**config.mk**
```make
export PLATFORM = sky130hd
export DESIGN_NAME = bus_arbiter_flat
export DESIGN_NICKNAME = d
export VERILOG_FILES = /design/src/rtl/bus_arbiter_if.sv /design/src/rtl/bus_arbiter.sv /design/src/flat_wrapper.sv
export SDC_FILE = /design/constraint.sdc
export NUM_CORES = 1
export LEC_CHECK = 0
export BUFFER_PORTS_ARGS = -buffer_cell sky130_fd_sc_hd__buf_2
export CAP_MARGIN = 20
export CORE_MARGIN = 4
export CORE_UTILIZATION = 42
export CTS_BUF_LIST = sky130_fd_sc_hd__clkbuf_16
export DETAILED_ROUTE_END_ITERATION = 10
export PLACE_DENSITY_LB_ADDON = 0.2
export SKIP_LAST_GASP = 1
export SLEW_MARGIN = 15
export SYNTH_ARGS = -nofsm -noshare
export SYNTH_HDL_FRONTEND = slang
export SYNTH_SLANG_ARGS = --single-unit
export TNS_END_PERCENT = 10
```
**constraint.sdc**
```tcl
create_clock -name i_clk -period 1.5 [get_ports i_clk]
set_clock_uncertainty 0.05 [all_clocks]
set_input_delay 0 -clock i_clk [delete_from_list [all_inputs] [get_ports i_clk]]
set_output_delay 0 -clock i_clk [all_outputs]
set_load 0.02 [all_outputs]
```
**src/rtl/bus_arbiter_if.sv**
```systemverilog
// Master-side request/response bundle plus shared slave-side bus of the arbiter.
// The slave modport is the arbiter's own view; master is the environment's view.
interface bus_arbiter_if #(
    parameter int N_MASTERS = 2,
    parameter int XLEN      = 32
);
    localparam int GW = $clog2(N_MASTERS);

    logic [N_MASTERS-1:0]      i_m_bus_en;
    logic [N_MASTERS-1:0]      i_m_wr_en;
    logic [N_MASTERS-1:0]      i_m_lock;
    logic [N_MASTERS*XLEN-1:0] i_m_addr;
    logic [N_MASTERS*XLEN-1:0] i_m_wr_data;
    logic [N_MASTERS*4-1:0]    i_m_byte_en;
    logic [N_MASTERS-1:0]      o_m_ack;
    logic [XLEN-1:0]           o_m_rd_data;

    logic                      o_bus_en;
    logic                      o_wr_en;
    logic [XLEN-1:0]           o_addr;
    logic [XLEN-1:0]           o_wr_data;
    logic [3:0]                o_byte_en;
    logic                      i_ack;
    logic [XLEN-1:0]           i_rd_data;

    logic [GW-1:0]             o_grant;

    modport slave (
        input  i_m_bus_en, i_m_wr_en, i_m_lock, i_m_addr, i_m_wr_data, i_m_byte_en,
        input  i_ack, i_rd_data,
        output o_m_ack, o_m_rd_data,
        output o_bus_en, o_wr_en, o_addr, o_wr_data, o_byte_en, o_grant
    );

    modport master (
        output i_m_bus_en, i_m_wr_en, i_m_lock, i_m_addr, i_m_wr_data, i_m_byte_en,
        output i_ack, i_rd_data,
        input  o_m_ack, o_m_rd_data,
        input  o_bus_en, o_wr_en, o_addr, o_wr_data, o_byte_en, o_grant
    );
endinterface

```
**src/rtl/bus_arbiter.sv**
```systemverilog
// Round-robin arbiter sharing one slave bus between N_MASTERS masters, with
// per-master lock for atomic sequences.
//   state | meaning
//   IDLE  | no transaction; arbitrate among requesters from rr_ptr
//   BUSY  | latched request driven on the slave bus, waiting for i_ack
//   HOLD  | locked owner keeps the bus; only its requests are served
module bus_arbiter #(
    parameter int N_MASTERS = 2,
    parameter int XLEN      = 32
) (
    input  logic          i_clk,
    input  logic          i_rst,
    bus_arbiter_if.slave  bus
);
    localparam int GW = $clog2(N_MASTERS);

    typedef enum logic [1:0] {IDLE, BUSY, HOLD} state_t;

    state_t              state_q, state_d;
    logic [GW-1:0]       rr_ptr_q, rr_ptr_d;
    logic [GW-1:0]       grant_q, grant_d;
    logic                req_wr_q, req_wr_d;
    logic [XLEN-1:0]     req_addr_q, req_addr_d;
    logic [XLEN-1:0]     req_wdata_q, req_wdata_d;
    logic [3:0]          req_be_q, req_be_d;

    logic [GW-1:0]       sel_idx;
    logic                sel_vld;
    logic                load;
    logic [N_MASTERS-1:0] ack_vec;
    int                  cand;

    logic [XLEN-1:0]     m_addr  [N_MASTERS];
    logic [XLEN-1:0]     m_wdata [N_MASTERS];
    logic [3:0]          m_be    [N_MASTERS];

    for (genvar k = 0; k < N_MASTERS; k++) begin : g_unpack
        assign m_addr[k]  = bus.i_m_addr[k*XLEN +: XLEN];
        assign m_wdata[k] = bus.i_m_wr_data[k*XLEN +: XLEN];
        assign m_be[k]    = bus.i_m_byte_en[k*4 +: 4];
    end

    // Walk downwards so the last hit is the requester closest after rr_ptr.
    always_comb begin
        sel_idx = '0;
        sel_vld = 1'b0;
        cand    = 0;
        for (int i = N_MASTERS - 1; i >= 0; i--) begin
            cand = int'(rr_ptr_q) + i;
            if (cand >= N_MASTERS) cand = cand - N_MASTERS;
            if (bus.i_m_bus_en[GW'(cand)]) begin
                sel_idx = GW'(cand);
                sel_vld = 1'b1;
            end
        end
    end

    always_comb begin
        state_d  = state_q;
        rr_ptr_d = rr_ptr_q;
        grant_d  = grant_q;
        load     = 1'b0;
        ack_vec  = '0;
        case (state_q)
            IDLE: begin
                if (sel_vld) begin
                    grant_d = sel_idx;
                    load    = 1'b1;
                    state_d = BUSY;
                end
            end
            BUSY: begin
                if (bus.i_ack) begin
                    ack_vec[grant_q] = 1'b1;
                    rr_ptr_d = (grant_q == GW'(N_MASTERS - 1)) ? '0 : grant_q + GW'(1);
                    state_d  = bus.i_m_lock[grant_q] ? HOLD : IDLE;
                end
            end
            HOLD: begin
                if (bus.i_m_bus_en[grant_q]) begin
                    load    = 1'b1;
                    state_d = BUSY;
                end else if (!bus.i_m_lock[grant_q]) begin
                    state_d = IDLE;
                end
            end
            default: state_d = IDLE;
        endcase
    end

    always_comb begin
        req_wr_d    = req_wr_q;
        req_addr_d  = req_addr_q;
        req_wdata_d = req_wdata_q;
        req_be_d    = req_be_q;
        if (load) begin
            req_wr_d    = bus.i_m_wr_en[grant_d];
            req_addr_d  = m_addr[grant_d];
            req_wdata_d = m_wdata[grant_d];
            req_be_d    = m_be[grant_d];
        end
    end

    always_ff @(posedge i_clk or negedge i_rst) begin
        if (!i_rst) begin
            state_q     <= IDLE;
            rr_ptr_q    <= '0;
            grant_q     <= '0;
            req_wr_q    <= 1'b0;
            req_addr_q  <= '0;
            req_wdata_q <= '0;
            req_be_q    <= '0;
        end else begin
            state_q     <= state_d;
            rr_ptr_q    <= rr_ptr_d;
            grant_q     <= grant_d;
            req_wr_q    <= req_wr_d;
            req_addr_q  <= req_addr_d;
            req_wdata_q <= req_wdata_d;
            req_be_q    <= req_be_d;
        end
    end

    assign bus.o_bus_en    = (state_q == BUSY);
    assign bus.o_wr_en     = req_wr_q;
    assign bus.o_addr      = req_addr_q;
    assign bus.o_wr_data   = req_wdata_q;
    assign bus.o_byte_en   = req_be_q;
    assign bus.o_grant     = grant_q;
    assign bus.o_m_ack     = ack_vec;
    assign bus.o_m_rd_data = bus.i_rd_data;
endmodule

```
**src/flat_wrapper.sv**
```systemverilog
// flat-port wrapper written by rule: the top's interface ports become plain ports
module bus_arbiter_flat 
#(
    parameter int N_MASTERS = 2,
    parameter int XLEN      = 32
)
  (i_clk, i_rst, bus_i_m_bus_en, bus_i_m_wr_en, bus_i_m_lock, bus_i_m_addr, bus_i_m_wr_data, bus_i_m_byte_en, bus_i_ack, bus_i_rd_data, bus_o_m_ack, bus_o_m_rd_data, bus_o_bus_en, bus_o_wr_en, bus_o_addr, bus_o_wr_data, bus_o_byte_en, bus_o_grant);
  bus_arbiter_if #(.N_MASTERS(N_MASTERS), .XLEN(XLEN)) bus_i ();
  input  logic i_clk;
  input  logic i_rst;
  input wire logic [$bits(bus_i.i_m_bus_en)-1:0] bus_i_m_bus_en;
  input wire logic [$bits(bus_i.i_m_wr_en)-1:0] bus_i_m_wr_en;
  input wire logic [$bits(bus_i.i_m_lock)-1:0] bus_i_m_lock;
  input wire logic [$bits(bus_i.i_m_addr)-1:0] bus_i_m_addr;
  input wire logic [$bits(bus_i.i_m_wr_data)-1:0] bus_i_m_wr_data;
  input wire logic [$bits(bus_i.i_m_byte_en)-1:0] bus_i_m_byte_en;
  input wire logic [$bits(bus_i.i_ack)-1:0] bus_i_ack;
  input wire logic [$bits(bus_i.i_rd_data)-1:0] bus_i_rd_data;
  output wire logic [$bits(bus_i.o_m_ack)-1:0] bus_o_m_ack;
  output wire logic [$bits(bus_i.o_m_rd_data)-1:0] bus_o_m_rd_data;
  output wire logic [$bits(bus_i.o_bus_en)-1:0] bus_o_bus_en;
  output wire logic [$bits(bus_i.o_wr_en)-1:0] bus_o_wr_en;
  output wire logic [$bits(bus_i.o_addr)-1:0] bus_o_addr;
  output wire logic [$bits(bus_i.o_wr_data)-1:0] bus_o_wr_data;
  output wire logic [$bits(bus_i.o_byte_en)-1:0] bus_o_byte_en;
  output wire logic [$bits(bus_i.o_grant)-1:0] bus_o_grant;
  assign bus_i.i_m_bus_en = bus_i_m_bus_en;
  assign bus_i.i_m_wr_en = bus_i_m_wr_en;
  assign bus_i.i_m_lock = bus_i_m_lock;
  assign bus_i.i_m_addr = bus_i_m_addr;
  assign bus_i.i_m_wr_data = bus_i_m_wr_data;
  assign bus_i.i_m_byte_en = bus_i_m_byte_en;
  assign bus_i.i_ack = bus_i_ack;
  assign bus_i.i_rd_data = bus_i_rd_data;
  assign bus_o_m_ack = bus_i.o_m_ack;
  assign bus_o_m_rd_data = bus_i.o_m_rd_data;
  assign bus_o_bus_en = bus_i.o_bus_en;
  assign bus_o_wr_en = bus_i.o_wr_en;
  assign bus_o_addr = bus_i.o_addr;
  assign bus_o_wr_data = bus_i.o_wr_data;
  assign bus_o_byte_en = bus_i.o_byte_en;
  assign bus_o_grant = bus_i.o_grant;
  bus_arbiter #(.N_MASTERS(N_MASTERS), .XLEN(XLEN)) u_core (.i_clk(i_clk), .i_rst(i_rst), .bus(bus_i));
endmodule
```
==> key figures <==
Outcome
  • Status: complete, but fails checks
  • Violated checks: negative setup slack

GRT
  • Vias in the first global route: 4564
  • Pin count of the biggest net entering global routing: 37
  • Total grt overflow: 0
  • First-pass GRT wire length: 22.4 mm
  • GRT Total Usage: 0.192
  • Initial antenna violation count: 1

Timing
  • Fin worst setup slack: -0.173 ns
  • # setup viols final: 71
  • Max Freq: 598 MHz
  • Worst Tran Pin Value: around 0.41 ns
  • Tmin final: 1.67 ns
  • Crit share post-route: 1.12
  • Slew headroom: 0.730
  • Hold Vio Cnt, Final: 0
  • RSZ-0062 raised after global routing: true
  • Final Hold Slack: 0.0357 ns
  • Slew Viols, Final: 0

Worst setup path
  • CP max FO: 24
  • Critical path class: reg2reg
  • Crit start category: flop
  • R2r worst-path depth: 4
  • WP data required: 1.66 ns
  • CP Capture Type: flop
  • WP data arrival: 1.83 ns

Synth
  • Sequential area share after synthesis: 0.342
  • Synth warn: 0
  • Mapped Cells: roughly 430
  • Syn Area/Cell: 12.4 sq um
  • Synthesis-stage register bit count: 73
  • Yosys cell types: 23
  • Net count after synthesis: just over 600
  • Synth Cell Area: 5350 sq um

Routing
  • Avg WL per Cell: 17.8 um
  • DRC viols: 0
  • Via count: 4241
  • Final ANT Viol Nets: 0
  • Drt first-iter violations: a little under 80
  • Pre-antenna DRT Iters: 4
  • DR vias/cell: 5.12
  • WL final: 14.7 mm

Pwr
  • Leakage power: approximately 3.5 nW
  • PwrDens: 2030 nW/um^2
  • Peak VDD IR: 1010 uV

Placement
  • Pre-CTS setup slack: -0.166 ns
  • Final GP Congestion: 0.770
  • Post-DP HPWL: between 10 and 15 mm
  • Dpl cells: roughly 770
  • PortBufs: roughly 220
  • Post-placement cell area: 6450 sq um

Floorplan
  • Top Ports: between 200 and 300
  • Die X: between 100 and 150 um
  • Die area: 14600 sq um
  • Core footprint: 12300 sq um
  • FP Rows: 40
  • Die H: 121 um
  • Starting density of the core: 0.436

Min path
  • Hold path cells: 3
  • Hold Crit Class: in2reg

Clock tree
  • CTS H-tree lvls: 3
  • Root buf cell: clkbuf_16
  • Clk sinks: 73
  • Postcts setup bufs: 0
  • CTS Buf Count: 9
  • CTS tree: built
  • Worst-Skew Late Latency: 0.33 ns
  • Worst-path clk slew: ~0.06 ns
  • Clock tree buffer depth: 2

Final layout
  • Area Overhead vs Synth: 33.9%
  • Post-route cell area: 7160 sq um
  • Fin cells: between 800 and 900
  • Final core occ: 0.584
  • Share of layout cells above drive strength 1: 0.499
  • Final #Nets: 831
  • Fill cells: between 1000 and 1500

Flow run
  • Max-cap violations: 0
## cell usage after synthesis
cell	number	share of area
mux2i_1	209	0.39
dfrtp_1	73	0.34
mux2_2	60	0.13
buf_4	42	0.059
buf_2	13	0.012
mux2_4	10	0.028
buf_6	9	0.019
nor2b_1	2	0.0023
a21bo_1	1	0.0019
a21o_1	1	0.0014
a21oi_1	1	0.00093
a21oi_4	1	0.0030
a31oi_1	1	0.0012
and3_1	1	0.0012
clkbuf_1	1	0.00070
inv_1	1	0.00070
nand2_1	1	0.00070
nand3_1	1	0.00093
nand3b_1	1	0.0014
nand4bb_1	1	0.0021
nor2_1	1	0.00070
nor3b_2	1	0.0023
o22ai_1	1	0.0012
## through the flow
step	total power, W	TNS, ns
6_report	0.0145	-10.39
5_1_grt	0.0154	-13.96
4_1_cts	0.0146	-11.39
3_5_place_dp	0.0123	-10.62
3_3_place_gp	0.0121	-10.39
2_1_floorplan	0.00986	-13.45
## worst paths after layout
kind                                                      from                                   end  slack (ns)
hold reg to reg            u_core.bus.o_byte_en[3]$_DFFE_PN0P_   u_core.bus.o_byte_en[3]$_DFFE_PN0P_        0.45
hold / removal                               bus_i_m_bus_en[1]         u_core.state_q[0]$_DFFE_PN0P_        0.04
setup / recovery                  u_core.bus.o_grant$_DFF_PN0_  u_core.bus.o_wr_data[26]$_DFFE_PN0P_       -0.17
setup reg to reg                  u_core.bus.o_grant$_DFF_PN0_  u_core.bus.o_wr_data[26]$_DFFE_PN0P_       -0.17
max in group asynchronous                                i_rst      u_core.bus.o_addr[1]$_DFFE_PN0P_        0.79
min in group asynchronous                                i_rst     u_core.bus.o_addr[30]$_DFFE_PN0P_        0.05
## power breakdown
group | leakage (nW) | internal, W | switching, W
clock network | 0.137 | 0.00128 | 0.000858
registers | 0.856 | 0.00302 | 0.000604
logic | 2.48 | 0.00426 | 0.00449
total | 3.47 | 0.00857 | 0.00595
## routing by layer
metal  vias to the layer above  track usage  part of all wire
li1                       1999            -                 -
met2                       180        0.352              0.52
met1                      2035        0.209              0.38
met4                         0       0.0744             0.029
met3                        27       0.0510             0.075
met5                         -            0                 0
## worst max-delay path: stages, from the launching register on
cell and delay (ns):
dfrtp_4 0.48, a21bo_1 0.20, a21oi_4 0.24, buf_12 0.22, mux2_2 0.36
## final cells by class
cell class | count | area [sq um] | share of cell area
multi-input combinational | 294 | 3040 | 0.425
sequential | 73 | 1830 | 0.256
timing repair buffer | 275 | 1770 | 0.247
clock buffer | 9 | 225 | 0.0315
tap | 168 | 210 | 0.0294
clock inverter | 7 | 71.3 | 0.00996
inverter | 1 | 3.75 | 0.000524
antenna | 1 | 2.50 | 0.000350
## cell usage in the layout (no fill, tap or decap), types with 2 or more instances in the layout
cell           netlist  routed
buf_12               0      11
buf_4               42      10
buf_2               13     216
dlygate4sd3_1        0      37
clkinvlp_4           0       3
mux2_2              60      60
dfrtp_1             73      71
mux2i_1            209     209
dfrtp_4              0       2
mux2_4              10      10
clkinv_2             0       2
clkbuf_16            0      10
## state kept, by name, summed over array words and instances (netlist names)
| signal | count |
|---|---|
| u_core.bus.o_wr_en | 1 |
| u_core.bus.o_grant | 1 |
| u_core.bus.o_byte_en | 4 |
| u_core.rr_ptr_q | 1 |
| u_core.bus.o_wr_data | 32 |
| u_core.state_q | 2 |
| u_core.bus.o_addr | 32 |
## repair_timing
action	in CTS	in global routing
cloned	0	1
hold endpoints to repair	107	0
endpoints found under the setup margin	72	74
hold buffers	37	0
resized for setup	0	4
pin swaps	0	0
## cells by family after synthesis
kind of cell	share of synthesized area
flops	0.342
simple gates	0.0117
compound gates	0.00959
buf+inv	0.0915
mux	0.546
No activity file was read; power rests on OpenSTA's default activity.
